File: src/rtl/mic1_io_pkg.sv
// Shared constants and types for the Mic-1 memory-mapped UART block.
package mic1_io_pkg;

  localparam logic [31:0] DATA_ADDR_DEF   = 32'hFFFF_FFFD;
  localparam logic [31:0] STATUS_ADDR_DEF = 32'hFFFF_FFFC;

  localparam int ST_RX_VALID = 0;
  localparam int ST_TX_FULL  = 1;
  localparam int ST_OVERRUN  = 2;
  localparam int ST_TX_IDLE  = 3;
  localparam int ST_COUNT    = 8;

  typedef enum logic [1:0] {
    IDLE,
    LOAD,
    START,
    WAIT_DONE
  } tx_state_t;

endpackage

File: src/rtl/sync_fifo.sv
// Show-ahead synchronous FIFO; pointers carry one extra wrap bit.
module sync_fifo #(
  parameter int WIDTH      = 8,
  parameter int DEPTH_LOG2 = 4
) (
  input  logic                  clk,
  input  logic                  resetn,
  input  logic                  push,
  input  logic                  pop,
  input  logic [WIDTH-1:0]      din,
  output logic [WIDTH-1:0]      dout,
  output logic                  full,
  output logic                  empty,
  output logic [DEPTH_LOG2:0]   count
);

  localparam int DEPTH = 1 << DEPTH_LOG2;

  logic [WIDTH-1:0]    mem [DEPTH];
  logic [DEPTH_LOG2:0] wr_ptr;
  logic [DEPTH_LOG2:0] rd_ptr;
  logic                do_push;
  logic                do_pop;

  assign empty = wr_ptr == rd_ptr;
  assign full  = (wr_ptr[DEPTH_LOG2] != rd_ptr[DEPTH_LOG2]) &&
                 (wr_ptr[DEPTH_LOG2-1:0] == rd_ptr[DEPTH_LOG2-1:0]);
  assign count = wr_ptr - rd_ptr;
  assign dout  = mem[rd_ptr[DEPTH_LOG2-1:0]];

  // A full FIFO still takes a push when the head leaves on the same edge.
  assign do_pop  = pop && !empty;
  assign do_push = push && (!full || do_pop);

  always_ff @(posedge clk or negedge resetn) begin
    if (!resetn) begin
      wr_ptr <= '0;
      rd_ptr <= '0;
    end else begin
      if (do_push) wr_ptr <= wr_ptr + 1'b1;
      if (do_pop)  rd_ptr <= rd_ptr + 1'b1;
    end
  end

  always_ff @(posedge clk) begin
    if (do_push) mem[wr_ptr[DEPTH_LOG2-1:0]] <= din;
  end

endmodule

File: src/rtl/mic1_uart_io.sv
// Memory-mapped UART responder for the Mic-1 bus with queued RX/TX.
module mic1_uart_io
  import mic1_io_pkg::*;
#(
  parameter int          DEPTH_LOG2  = 4,
  parameter logic [31:0] DATA_ADDR   = DATA_ADDR_DEF,
  parameter logic [31:0] STATUS_ADDR = STATUS_ADDR_DEF
) (
  input  logic        clk,
  input  logic        resetn,
  input  logic        run,
  input  logic        mem_read,
  input  logic        mem_write,
  input  logic [31:0] mem_addr,
  input  logic [31:0] mem_wdata,
  output logic [31:0] mem_rdata,
  output logic        hit,
  output logic        stall,
  output logic        tx_start,
  output logic [7:0]  tx_data,
  input  logic        tx_busy,
  input  logic        rx_done,
  input  logic [7:0]  rx_data
);

  logic                data_hit, stat_hit;
  logic                rd_data, wr_data, rd_stat;
  logic                rx_push, rx_pop, rx_full, rx_empty;
  logic                tx_push, tx_pop, tx_full, tx_empty;
  logic [7:0]          rx_head, tx_head;
  logic [DEPTH_LOG2:0] rx_count, tx_count;
  logic                rx_overrun, overrun_evt;
  logic [31:0]         status;
  tx_state_t           state;
  logic                unused_bits;

  assign unused_bits = ^{mem_wdata[31:8], tx_count};

  assign data_hit = mem_addr == DATA_ADDR;
  assign stat_hit = mem_addr == STATUS_ADDR;
  assign hit      = data_hit || stat_hit;

  assign rd_data = run && mem_read  && data_hit;
  assign wr_data = run && mem_write && data_hit;
  assign rd_stat = run && mem_read  && stat_hit;

  assign stall   = wr_data && tx_full;
  assign tx_push = wr_data && !tx_full;
  assign rx_pop  = rd_data && !rx_empty;

  assign overrun_evt = rx_done && rx_full && !rx_pop;
  assign rx_push     = rx_done && !overrun_evt;
  assign tx_pop      = (state == IDLE) && !tx_empty && !tx_busy;

  always_comb begin
    status = '0;
    status[ST_RX_VALID] = !rx_empty;
    status[ST_TX_FULL]  = tx_full;
    status[ST_OVERRUN]  = rx_overrun;
    status[ST_TX_IDLE]  = tx_empty && (state == IDLE);
    status[ST_COUNT +: DEPTH_LOG2+1] = rx_count;
  end

  sync_fifo #(.WIDTH(8), .DEPTH_LOG2(DEPTH_LOG2)) u_rx_fifo (
    .clk(clk), .resetn(resetn),
    .push(rx_push), .pop(rx_pop), .din(rx_data), .dout(rx_head),
    .full(rx_full), .empty(rx_empty), .count(rx_count)
  );

  sync_fifo #(.WIDTH(8), .DEPTH_LOG2(DEPTH_LOG2)) u_tx_fifo (
    .clk(clk), .resetn(resetn),
    .push(tx_push), .pop(tx_pop), .din(mem_wdata[7:0]), .dout(tx_head),
    .full(tx_full), .empty(tx_empty), .count(tx_count)
  );

  always_ff @(posedge clk or negedge resetn) begin
    if (!resetn) begin
      mem_rdata  <= '0;
      rx_overrun <= 1'b0;
    end else begin
      if (rd_data)      mem_rdata <= rx_empty ? 32'd0 : {24'd0, rx_head};
      else if (rd_stat) mem_rdata <= status;
      // A fresh overrun beats the clear-on-read in the same cycle.
      if (overrun_evt)  rx_overrun <= 1'b1;
      else if (rd_stat) rx_overrun <= 1'b0;
    end
  end

  always_ff @(posedge clk or negedge resetn) begin
    if (!resetn) begin
      state    <= IDLE;
      tx_start <= 1'b0;
      tx_data  <= '0;
    end else begin
      unique case (state)
        IDLE: if (tx_pop) begin
          tx_data <= tx_head;
          state   <= LOAD;
        end
        LOAD: begin
          tx_start <= 1'b1;
          state    <= START;
        end
        START: if (tx_busy) begin
          tx_start <= 1'b0;
          state    <= WAIT_DONE;
        end
        WAIT_DONE: if (!tx_busy) state <= IDLE;
        default: state <= IDLE;
      endcase
    end
  end

endmodule

File: config.mk
export PLATFORM = sky130hd
export DESIGN_NAME = mic1_uart_io
export DESIGN_NICKNAME = d
export VERILOG_FILES = /design/src/rtl/mic1_io_pkg.sv /design/src/rtl/sync_fifo.sv /design/src/rtl/mic1_uart_io.sv
export SDC_FILE = /design/constraint.sdc
export NUM_CORES = 1
export LEC_CHECK = 0
export BUFFER_PORTS_ARGS = -buffer_cell sky130_fd_sc_hd__buf_2
export CORE_UTILIZATION = 25
export DETAILED_ROUTE_END_ITERATION = 10
export GPL_TIMING_DRIVEN = 0
export HOLD_SLACK_MARGIN = 0.1
export PLACE_DENSITY = 0.38
export SYNTH_ARGS = -nofsm -noshare
export SYNTH_HDL_FRONTEND = slang
export SYNTH_SLANG_ARGS = --single-unit
File: constraint.sdc
create_clock -name clk -period 4.3 [get_ports clk]
set_input_delay 0.43 -clock clk [delete_from_list [all_inputs] [get_ports clk]]
set_output_delay 0.43 -clock clk [all_outputs]
set_load 0.05 [all_outputs]
-- Word-level counts from Yosys, hierarchy flattened
Memory sizes are Yosys's and may differ from the RTL's. A register that Yosys moved wholly into a read port is not among the register bits.
Index checks and enable logic that the tools add are counted.
- register bits after elaboration: 56
- memory bits (writable): 256
- output and inout port bits: 43
- word-level logic and storage cells: 82
- memories: 2
- memories (memory ; depth ; width ; read ports ; clocked after Yosys merged registers in ; wr ports ; RTL line ; source):
    u_rx_fifo.mem ; 16 ; 8 ; 1 ; 0 ; 1 ; sync_fifo.sv:19 ; logic [WIDTH-1:0] mem [DEPTH];
    u_tx_fifo.mem ; 16 ; 8 ; 1 ; 1 ; 1 ; sync_fifo.sv:19 ;
- $add $sub $neg: 5
- equal/unequal tests: 14
- muxes and demuxes: 15
- reduce and logical (&&, ||, !) cells: 38
- operators with widths (cell ; count):
    32-bit equality test, second input constant ; 2
    32-bit 2-to-1 mux ; 2
    5-bit by 1-bit adder with 5-bit output, second input constant ; 4
    1-bit logical AND ; 20
    5-bit equality test ; 2
    4-bit equality test ; 2
    1-bit zero test ; 8
    8-bit 2-to-1 mux ; 1
    2-bit one-hot mux with 4 select lines ; 1
    1-bit 2-to-1 mux ; 7
    2-bit 2-to-1 mux ; 3
    2-bit nonzero test ; 3
    5-bit subtractor ; 1
    2-bit equality test, second input constant ; 2
    2-bit inequality test, second input constant ; 2
    2-bit AND reduction ; 2
    1-bit logical OR ; 3
    3-bit AND reduction ; 1
    2-bit by 1-bit equality test with 1-bit output, second input constant ; 1
    2-bit zero test ; 1
    1-bit inequality test ; 2
    2-bit by 1-bit inequality test with 1-bit output, second input constant ; 1
    1-bit one-hot mux with 2 select lines ; 1

-- Logic depth before layout (Yosys ltp)
Gate-level depths: netlist of run 1.
- depth after elaboration: 10
- depth in mapped cells: 10

-- Modules after synthesis
Synthesis of run 1 repeated with hierarchy kept, for this count alone.
- cells, all modules: 731
- area, all modules: 12918.6 µm²
- by module, submodules not included (module ; times used ; cells each ; area an instance (µm²)):
    sync_fifo (u_rx_fifo) ; 1 ; 297 ; 5745.5
    sync_fifo (u_tx_fifo) ; 1 ; 296 ; 5714.2
    mic1_uart_io ; 1 ; 138 ; 1458.9

-- Worst setup path before layout of run 1
No wires, ideal clock.
- path kind: reg2out
- start point: register u_tx_fifo.rd_ptr[1]
- end point: output port stall
- arrival: 2768 ps
- data required time: 3870 ps
- slack: 1102 ps
- cell stages (with the launch flop): 6
- cell sequence: dfrtp_1 buf_2 xor2_1 nor4_4 nand2_1 nor4_1
- word-level cells in the longest chain between the ends: 3
- ends and longest elaborated chain (element ; RTL line ; source):
    start: declaration ; sync_fifo.sv:21 ; logic [DEPTH_LOG2:0] rd_ptr;
    start signal: assignment ; sync_fifo.sv:41 ; if (do_pop) rd_ptr <= rd_ptr + 1'b1;
    4-bit equality test ; sync_fifo.sv:27 ; (wr_ptr[DEPTH_LOG2-1:0] == rd_ptr[DEPTH_LOG2-1:0]);
    1-bit logical AND ; sync_fifo.sv:26 ; assign full = (wr_ptr[DEPTH_LOG2] != rd_ptr[DEPTH_LOG2]) &&
    1-bit logical AND ; mic1_uart_io.sv:47 ; assign stall = wr_data && tx_full;
    end: declaration ; mic1_uart_io.sv:18 ; output logic stall,
Every way passes these cells.

-- Final worst setup path of run 1
- start point: register u_rx_fifo.rd_ptr[1]
- end point: memory u_rx_fifo.mem[6][2], enable pin
- word-level cells in the longest chain between the ends: 10
- ends and longest elaborated chain (element ; RTL line ; source):
    start: declaration ; sync_fifo.sv:21 ;
    start signal: assignment ; sync_fifo.sv:41 ;
    5-bit equality test ; sync_fifo.sv:25 ; assign empty = wr_ptr == rd_ptr;
    1-bit zero test ; sync_fifo.sv:32, mic1_uart_io.sv:49 ;
    1-bit logical AND ; mic1_uart_io.sv:49 ; assign rx_pop = rd_data && !rx_empty;
    1-bit zero test ; mic1_uart_io.sv:51 ; assign overrun_evt = rx_done && rx_full && !rx_pop;
    1-bit logical AND ; mic1_uart_io.sv:51 ;
    1-bit zero test ; mic1_uart_io.sv:52 ; assign rx_push = rx_done && !overrun_evt;
    1-bit logical AND ; mic1_uart_io.sv:52 ;
    1-bit logical AND * ; sync_fifo.sv:33 ; assign do_push = push && (!full || do_pop);
    1-bit 2-to-1 mux * ; sync_fifo.sv:46 ; if (do_push) mem[wr_ptr[DEPTH_LOG2-1:0]] <= din;
    1-bit 2-to-1 mux (implied by the code) * ; sync_fifo.sv:46 ;
    end: declaration ; sync_fifo.sv:19 ;
Every way passes the cells marked *; elsewhere a longest branch is shown, timed or not.

==> results.md, run 1 <==
* Min-delay worst type: in2reg
* Fmax at 245 MHz
* Status: complete, no violations
* Io pins at 122
* DIE AREA at 50100 sq um
* Final instance area at 14800 sq um
* WS Path Type: reg2reg
* Crit Path Max Fanout at 10
* Area grow syn2layout at 20.0%
* Die Width at about 220 um
* TritonCTS clock tree: built
* Peak supply drop at 256 uV
* Row count at 80
* Syn_area_per_cell at 18.3 sq um
* Placeable Area at approximately 48000 sq um
* CTS buffer count at 36
* Antenna Violating Nets Remaining at 0
* Placed Area at 13700 sq um
* Maxcap violations at 0
* Share of layout cells above drive strength 1 at 30.4%
* Ys async rst share at 15.0%
* Clock Latency Late Sink at 0.55 ns
* Number of port buffers at a little under 80
* All-Layer GR Usage at 12.4%
* Chip Height at 224 um
* Register bit total from synthesis at 301
* Post-Synthesis Cells at 673
* Unrepaired setup endpoints after global routing: yes
* Clock Sinks at approximately 300
* Fillers at about 4.7k
* Post-synth EDFFs at ~260
* Setup Fix Bufs, Post-CTS at 0
* Setup Viol. Count Final at 0
* Final wirelength at 30.2 mm
* Sequential area share after synthesis at 71.7%
* Worst setup EP type: flip-flop
* Cell taking the most area after synthesis: edfxtp_1
* Pin count of the biggest net entering global routing at between 40 and 50
* Global route overflow at 0
* Routed vias/inst at 4.28
* Initial Util at ~26%
* Worst Skew at roughly 0.014 ns
* Top-count cell post-synth: edfxtp_1
* CP arrival at 4.24 ns
* Root Driver: clkbuf_16
* Mapped cell area at 12300 sq um
* Count of different cell masters after synthesis at 44
* Global-route wire length before repair at roughly 44 mm
* Slowest Stage Delay on Critical Path at 0.80 ns
* Wire per inst at 20.2 um
* Pwr Density at 542 nW/um^2
* Ys Warns at 0
* Fin. max-slew vios at 0
* Top post-synthesis cells by count: edfxtp_1, mux4_2, dfrtp_1
* Router iterations before antenna repair at 4
* Remaining DRCs at 0
* Slew headroom at a little over a fifth
* Post-DP HPWL at slightly above 20 mm
* Final-report hold violation count at 0
* Crit path required time at 4.46 ns
* Initial antenna violation count at 0
* Ant. Diodes at 0
* Leak at 5.12 nW
* CP cell instances: clkbuf_1, buf_1, inv_1, ha_1, nand4_1, o21ai_0, o31ai_2, nand2_1, nor2_1
* Main synth FF type: edfxtp_1
* Final Wtd Congestion at 0.701
* First DRT Iteration DRCs at roughly 370
* Worst slew pin tran at between 1 and 1.5 ns
* Final min period at ~4.1 ns
* Clk slew on worst S/H paths at ~0.06 ns
* Top cells by area, synth: edfxtp_1, mux4_2, dfrtp_1
* Setup_tns at 0 ns
* Vias in the first global route at about 6.6k
* Worst Setup Start Kind: flip-flop
* Tcrit/Tclk final at 94.9%
* Vias at 6400
* Max H-tree Level at 2
* Max stage delay cell, worst path: nor2_1
* # nets final at 911
* Top-area cell type share of the netlist area at 62.5%
* Max Root-Sink Buffers at 3
-- layout make-up --
cell class	instances	area (sq um)	area share, %
timing repair buffer	84	455	3.09
multi-input combinational	325	3280	22.2
clock buffer	51	967	6.56
buffer	51	283	1.92
sequential	301	8810	59.7
inverter	14	52.6	0.356
clock inverter	12	83.8	0.568
tap	656	821	5.56
-- placed cells by master, fill, tap and decap left out, types with 15 or more instances in the layout --
cell type / netlist / layout
edfxtp_1: 256 / 256
buf_2: 12 / 89
mux4_2: 64 / 64
dfrtp_1: 45 / 45
clkbuf_16: 0 / 36
nand2_1: 30 / 30
a22oi_1: 30 / 30
nor2_1: 33 / 27
clkbuf_1: 12 / 26
buf_4: 20 / 22
conb_1: 1 / 19
ha_1: 18 / 18
xnor2_1: 15 / 15
-- what timing repair did --
action,in CTS,in global routing
endpoints found under the setup margin,0,80
hold buffers,0,1
resized for setup,0,6
endpoints found under the hold margin,0,45
-- where the power goes --
group	switching, mW	internal [mW]
Clock	1.20	1.58
Combinational	1.07	0.665
Sequential	0.0897	3.40
Total	2.36	5.64
-- worst max-delay path: cells and delay by family, from the launching register on --
family	cells	cell delay, ns
and+or+nand+nor	3	1.26
adders and majority gates	1	0.37
DFF	1	0.35
AOI/OAI and AO/OA	2	0.32
buffers and inverters	3	1.39
-- layer usage --
metal  share of wire [%]  vias up  track usage, %
li1                    -     2914               -
met1                  47     3281            17.9
met2                  44      159            18.6
met3                 6.8       46            2.66
met4                 1.9        0            3.62
met5                   0        -               0
-- metrics by stage --
step / util [%] / power (mW) / hold WS (ns) / setup WS, ns / instances
floorplan: - / 4.75 / 0.134 / 1.10 / 691
global placement: 28.2 / 5.29 / 0.463 / -0.519 / 1425
detailed placement: 28.4 / 5.32 / 0.465 / 0.0682 / 1430
CTS: 30.6 / 8.13 / 0.125 / 0.0662 / 1493
global route: 30.6 / 8.38 / 0.149 / -0.113 / 1494
finish: 30.6 / 8.00 / 0.158 / 0.219 / 1494
-- sequential cells by signal, indices dropped and copies added, names as in the netlist --
register,count
mem_rdata,13
rx_overrun,1
state,2
tx_data,8
tx_start,1
u_rx_fifo.mem,128
u_rx_fifo.rd_ptr,5
u_rx_fifo.wr_ptr,5
u_tx_fifo.mem,128
u_tx_fifo.rd_ptr,5
u_tx_fifo.wr_ptr,5
-- cells by family (layout without fill, tap and decap cells) --
family / Yosys count / after routing / share of synthesized area [%]
flops: 301 / 301 / 71.7
simple gates: 115 / 115 / 4.64
mux: 77 / 77 / 12.9
compound gates: 68 / 68 / 4.11
buf+inv: 65 / 212 / 2.73
xor+xnor: 27 / 27 / 1.92
fa+ha+maj: 19 / 19 / 1.99
other cells: 1 / 19 / 0.0305
-- path summary, 6_finish.rpt --
path / start / endpoint / slack [ns] / depth (start not counted)
setup / recovery: u_rx_fifo.rd_ptr[1] / u_rx_fifo.mem[6][2] / 0.22 / 9
hold / removal: tx_busy / tx_start / 0.16 / 2
setup reg to reg: u_rx_fifo.rd_ptr[1] / u_rx_fifo.mem[6][2] / 0.22 / 9
hold reg to reg: mem_rdata[12] / mem_rdata[12] / 0.47 / 2
max in group asynchronous: resetn / tx_data[0] / 3.31 / 2
min in group asynchronous: resetn / mem_rdata[4] / 0.49 / 2
(Power assumes the default switching activity.)
==> run 2, diff against run 1 <==
Settings changed: CAP_MARGIN set to 15, CORE_ASPECT_RATIO set to 1.4.
==> run 2 against run 1 <==
Critical path depth unchanged. Final area decreased by 0.34%. Hold slack improved by 0.060 ns. First-iteration DRC count decreased by 23%. Clock skew increased by 0.013 ns. Sequential share of layout area increased by 0.20 points. Global-route usage increased by 0.48 points. Cell count decreased by 1.8%. Register-to-register slack improved by 0.32 ns. Largest cell class unchanged. Critical path type unchanged. Setup slack improved by 0.32 ns. Largest power group unchanged. Sequential cell count unchanged. Maximum frequency increased by 8.6%.
==> results.md, run 2 (same netlist as run 1, synthesis figures left out) <==
* Tcrit/Tclk final at 87.4% (-7.5 points)
* Max H-tree Level at 2 (unchanged)
* Pin count of the biggest net entering global routing at 31 (-33%)
* Final total power at 7.95 mW (-0.53%)
* Placed Area at 13600 sq um (-0.19%)
* Fillers at 4831 (+1.8%)
* Min-delay worst type: in2reg
* Worst Skew at 0.0274 ns (+0.0131 ns)
* Unrepaired setup endpoints after global routing: no
* Leak at 5.11 nW (-0.30%)
* First DRT Iteration DRCs at 284 (-23%)
* Fmax at 266 MHz (+8.6%)
* CP arrival at 3.89 ns (-0.35 ns)
* Commonest non-fill, non-tap cell in the layout: edfxtp_1
* All-Layer GR Usage at 12.9% (+0.48 points)
* Worst slew pin tran at 1.16 ns (-0.0116 ns)
* Worst setup EP type: flip-flop
* Peak supply drop at 212 uV (-17%)
* Final core utilization at 30.5% (-0.18 points)
* Placeable Area at 48300 sq um (+0.23%)
* Hold slack at 0.218 ns (+0.0600 ns)
* Final Wtd Congestion at 0.725 (+3.4%)
* Root Driver: clkbuf_16
* Final-report hold violation count at 0 (unchanged)
* Remaining DRCs at 0 (unchanged)
* Final wirelength at 31.9 mm (+5.5%)
* Critical Path Source: u_rx_fifo.rd_ptr[1]
* Final instance area at 14700 sq um (-0.34%)
* Vias at 6415 (+0.23%)
* TritonCTS clock tree: built
* R2r setup slk at 0.54 ns (+0.32 ns)
* Internal power at 5.61 mW (-0.59%)
* Fin. max-slew vios at 0 (unchanged)
* Worst reg-to-reg path cell count at 9 (unchanged)
* Row count at 95 (+19%)
* Max Root-Sink Buffers at 3 (unchanged)
* Number of port buffers at 78 (unchanged)
* Pwr Density at 541 nW/um^2 (-0.19%)
* Initial Util at 25.5% (-0.060 points)
* Most frequent cells in the layout: edfxtp_1, buf_2, mux4_2
* Status: complete, no violations
* CTS buffer count at 34 (-5.6%)
* Chip Height at 264 um (+18%)
* Layout Cells excl Fill at 1467 (-1.8%)
* Inst Count DP at 1406 (-1.7%)
* Die Width at 189 um (-15%)
* Crit Path Max Fanout at 10 (unchanged)
* Multi-input gate area at 3270 sq um (-0.15%)
* Crit path required time at 4.43 ns (-0.03 ns)
* Area grow syn2layout at 19.6%
* Final min period at 3.76 ns (-0.321 ns)
* # nets final at 911 (unchanged)
* Worst Setup Start Kind: flip-flop
* RR Endpoint: u_rx_fifo.mem[2][5]
* Io pins at 122 (unchanged)
* WS Path Type: reg2reg
* Ant. Diodes at 0 (unchanged)
* Area occupied by registers at 8810 sq um (unchanged)
* Comb power frac at 22.3% (+0.6 points)
* Router iterations before antenna repair at 4 (unchanged)
* Vias in the first global route at 6749 (+2.7%)
* Clk slew on worst S/H paths at 0.06 ns (about the same)
* Critical path endpoint: u_rx_fifo.mem[2][5]
* Routed vias/inst at 4.37 (+2.1%)
* Initial antenna violation count at 0 (unchanged)
* Wire per inst at 21.7 um (+7.5%)
* Clock Sinks at 301 (unchanged)
* Global route overflow at 0 (unchanged)
* Antenna Violating Nets Remaining at 0 (unchanged)
* Reg power frac at 43.8% (+0.2 points)
* Sw Share at 29.5% (+0.044 points)
* Global-route wire length before repair at 46.2 mm (+3.8%)
* Share of layout cells above drive strength 1 at 30.9% (+0.51 points)
* Slew headroom at 22.4% (+0.60 points)
* DIE AREA at 50100 sq um (about the same)
* Clock Latency Late Sink at 0.53 ns (-0.02 ns)
* Post-DP HPWL at 22.1 mm (+9.5%)
* Maxcap violations at 0 (unchanged)
* Worst R2R Start: u_rx_fifo.rd_ptr[1]
* Switching Power at 2.35 mW (-0.38%)
* Clk pwr share at 33.9% (-0.8 points)
* Setup Viol. Count Final at 0 (unchanged)
## run 2: changes by cell type in the layout (fill, tap and decap cells not counted), sizes merged
cell,delta
inv,-2
buf,+1
clkinvlp,+1
clkinv,-1
## run 2: layer usage
| layer | up-vias | routed length, um | part of all wire, % | global-route usage, % |
|---|---|---|---|---|
| met5 | - | 0 | 0 | 0 |
| met3 | 50 | 1300 | 4.1 | 2.30 |
| met2 | 155 | 17300 | 54 | 24.2 |
| li1 | 2924 | - | - | - |
| met1 | 3286 | 12500 | 39 | 14.6 |
| met4 | 0 | 765 | 2.4 | 3.75 |
## run 2: layout make-up
type                    instances  area share (%)
plain buffers                  51            1.93
clock buffers                  50            6.48
clock inverters                10           0.485
inverters                      14           0.357
multi-input cells             325            22.2
flip-flops and latches        301            59.9
well taps                     630            5.36
repair buffers                 86            3.19
## run 2: per-stage QoR
| stage | setup TNS (ns) | setup slack (ns) |
|---|---|---|
| final | 0 | 0.540 |
| after global routing | 0 | 0.268 |
| after CTS | -1.81 | -0.112 |
| after detailed placement | -3.25 | -0.0995 |
| after global placement | -23.41 | -0.540 |
| after floorplan | 0 | 1.10 |
## run 2: how the worst min path moves through the flow
stage	start	end	depth (start not counted)
6_report	tx_busy	tx_start	2
5_1_grt	tx_busy	tx_start	2
4_1_cts	tx_busy	tx_start	2
3_5_place_dp	resetn	tx_data[4]	1
3_3_place_gp	mem_rdata[4]	mem_rdata[4]	1
2_1_floorplan	resetn	mem_rdata[0]	0
## run 2: power by group through the flow
stage / Clock [mW] / Combinational, mW / Sequential, mW
CTS: 2.79 / 1.84 / 3.49
global placement: 0 / 1.80 / 3.55
global route: 2.89 / 1.93 / 3.51
floorplan: 0 / 1.07 / 3.67
detailed placement: 0 / 1.82 / 3.55
finish: 2.70 / 1.77 / 3.49
## run 2: worst max-delay path: stages, from the launching register on
cell and delay [ns]:
dfrtp_1 0.34, clkbuf_1 0.44, clkbuf_2 0.46, inv_1 0.15, ha_1 0.35, nand4_1 0.25
o21ai_0 0.15, o31ai_2 0.19, nand2_1 0.30, nor3_2 0.73
## run 2: timing repair
item / CTS / global route
endpoints found under the setup margin: 72 / 48
buffers inserted: 0 / 0
hold buffers: 1 / 0
pin swaps: 0 / 0
gates cloned: 0 / 0
gates resized for setup: 7 / 5
endpoints found under the hold margin: 15 / 0
==> run 3, diff against run 2 <==
Settings changed: CTS_CLUSTER_SIZE set to 16, PLACE_DENSITY 0.38 to 0.4.
Clock period 4.3 ns to 3.4 ns, I/O delays scaled along.
==> run 3 against run 2 <==
Clock skew decreased by 0.0048 ns. Clock power increased by 26%. Cell count increased by 0.55%. Maximum frequency increased by 18%. Sequential cell count unchanged. Sequential share of layout area decreased by 0.53 points. Hold slack got worse by 0.021 ns. Sequential power increased by 26%. Critical path depth increased by 1. Power increased by 27%. Core utilization increased by 0.27 points. Largest power group unchanged.
==> results.md, run 3 (same netlist as run 1, synthesis figures left out) <==
* Placeable Area at 48300 sq um (unchanged)
* Vias in the first global route at 6912 (+2.4%)
* Placed Area at 13600 sq um (about the same)
* Final wirelength at 30.4 mm (-4.7%)
* Initial antenna violation count at 0 (unchanged)
* Dpl ws at -0.649 ns (-0.549 ns)
* Commonest non-fill, non-tap cell in the layout: edfxtp_1
* Initial Util at 25.5% (unchanged)
* Crit path required time at 3.63 ns (-0.80 ns)
* Worst R2R Start: u_rx_fifo.rd_ptr[1]
* RR Endpoint: u_rx_fifo.mem[2][2]
* Crit Path Max Fanout at 10 (unchanged)
* Worst reg-to-reg path cell count at 10 (+1)
* Tcrit/Tclk final at 93.9% (+6.5 points)
* Global Route met1 Usage at 13.6% (-1.0 points)
* Clock Latency Late Sink at 0.53 ns (about the same)
* R2r setup slk at 0.21 ns (-0.33 ns)
* Antenna Violating Nets Remaining at 0 (unchanged)
* Critical Path Source: u_rx_fifo.rd_ptr[1]
* CP arrival at 3.42 ns (-0.47 ns)
* Worst slew pin tran at 1.02 ns (-0.140 ns)
* TritonCTS clock tree: built
* Final min period at 3.19 ns (-0.566 ns)
* Maxcap violations at 0 (unchanged)
* Router iterations before antenna repair at 4 (unchanged)
* All-Layer GR Usage at 12.5% (-0.39 points)
* Global Route met2 Usage at 24.0% (-0.16 points)
* Unrepaired setup endpoints after global routing: yes
* Fillers at 4817 (-0.29%)
* Slew headroom at 31.9% (+9.5 points)
* Worst setup EP type: flip-flop
* Peak supply drop at 501 uV (+140%)
* Number of port buffers at 78 (unchanged)
* Clock Sinks at 301 (unchanged)
* Row count at 95 (unchanged)
* Vias at 6343 (-1.1%)
* Chip Height at 264 um (unchanged)
* Worst Skew at 0.0226 ns (-0.00480 ns)
* Max Root-Sink Buffers at 3 (unchanged)
* Most frequent cells in the layout: edfxtp_1, buf_2, mux4_2
* WS Path Type: reg2reg
* Final total power at 10.1 mW (+27%)
* Ant. Diodes at 0 (unchanged)
* Busiest grt layer: met2
* Final instance area at 14800 sq um (+0.88%)
* DIE AREA at 50100 sq um (unchanged)
* Share of layout cells above drive strength 1 at 31.0% (+0.062 points)
* Fmax at 313 MHz (+18%)
* # nets final at 917 (+0.66%)
* First DRT Iteration DRCs at 217 (-24%)
* Critical path endpoint: u_rx_fifo.mem[2][2]
* Remaining DRCs at 0 (unchanged)
* Wire per inst at 20.6 um (-5.2%)
* Final WS setup at 0.206 ns (-0.334 ns)
* Leak at 5.16 nW (+0.98%)
* Routed vias/inst at 4.30 (-1.7%)
* Final-report hold violation count at 0 (unchanged)
* Global-route wire length before repair at 45.0 mm (-2.6%)
* Area grow syn2layout at 20.6%
* Final Wtd Congestion at 0.708 (-2.4%)
* Clk slew on worst S/H paths at 0.06 ns (about the same)
* Pwr Density at 680 nW/um^2 (+26%)
* Die Width at 189 um (unchanged)
* Io pins at 122 (unchanged)
* Max H-tree Level at 2 (unchanged)
* Status: complete, no violations
* Min-delay worst type: in2reg
* Root Driver: clkbuf_16
* Hold slack at 0.197 ns (-0.0206 ns)
* CTS buffer count at 35 (+2.9%)
* Global route overflow at 0 (unchanged)
* Setup Viol. Count Final at 0 (unchanged)
* Post-DP HPWL at 21.0 mm (-5.0%)
* Setup_tns at 0 ns (unchanged)
* Met3 usage at 2.21% (-0.093 points)
* Pin count of the biggest net entering global routing at 33 (+6.5%)
* Fin. max-slew vios at 0 (unchanged)
* Worst Setup Start Kind: flip-flop
[run 3: routing by layer]
layer / vias to the layer above / wire length (um)
li1: 2928 / -
met1: 3280 / 11600
met2: 96 / 17100
met3: 39 / 1040
met4: 0 / 654
met5: - / 0
[run 3: how the worst min path moves through the flow]
stage / start / slack, ns / end / cells after the start
4_1_cts: mem_wdata[5] / 0.17 / u_tx_fifo.mem[6][5] / 1
5_1_grt: mem_wdata[5] / 0.19 / u_tx_fifo.mem[1][5] / 1
2_1_floorplan: resetn / 0.04 / mem_rdata[0] / 0
3_3_place_gp: mem_rdata[0] / 0.46 / mem_rdata[0] / 1
6_report: mem_wdata[5] / 0.20 / u_tx_fifo.mem[6][5] / 1
3_5_place_dp: resetn / 0.32 / tx_data[5] / 1
[run 3: critical path, cell delays in order, from the launching register on]
cell and delay [ns]:
dfrtp_1 0.34, clkbuf_2 0.26, buf_2 0.36, inv_1 0.14
ha_1 0.33, nand4_1 0.18, o21ai_0 0.13, o31ai_2 0.17
nand2_1 0.39, nor3_4 0.40, buf_6 0.19
[run 3: timing repair]
action / 4_1_cts / 5_1_grt
hold endpoints to repair: 15 / 0
setup buffers: 3 / 0
setup endpoints to repair: 139 / 45
pin swaps: 2 / 0
gates resized for setup: 21 / 1
hold buffers: 3 / 0
[run 3: cell type report]
cell class	instances	area [sq um]	area share, %
buffer	51	285	1.92
clock buffer	49	948	6.39
clock inverter	14	82.6	0.557
inverter	14	52.6	0.354
multi-input combinational	325	3320	22.4
sequential	301	8810	59.4
tap	630	788	5.31
timing repair buffer	91	543	3.66
[run 3: report_power, final]
group	total (mW)	internal, mW	switching (mW)
clock network	3.41	1.95	1.46
logic	2.27	0.865	1.40
registers	4.41	4.30	0.114
total	10.1	7.11	2.98
[run 3: stage by stage]
stage / instances / util, %
global placement: 1399 / 28.1
CTS: 1475 / 30.7
floorplan: 691 / -
finish: 1475 / 30.7
detailed placement: 1406 / 28.2
global route: 1475 / 30.7
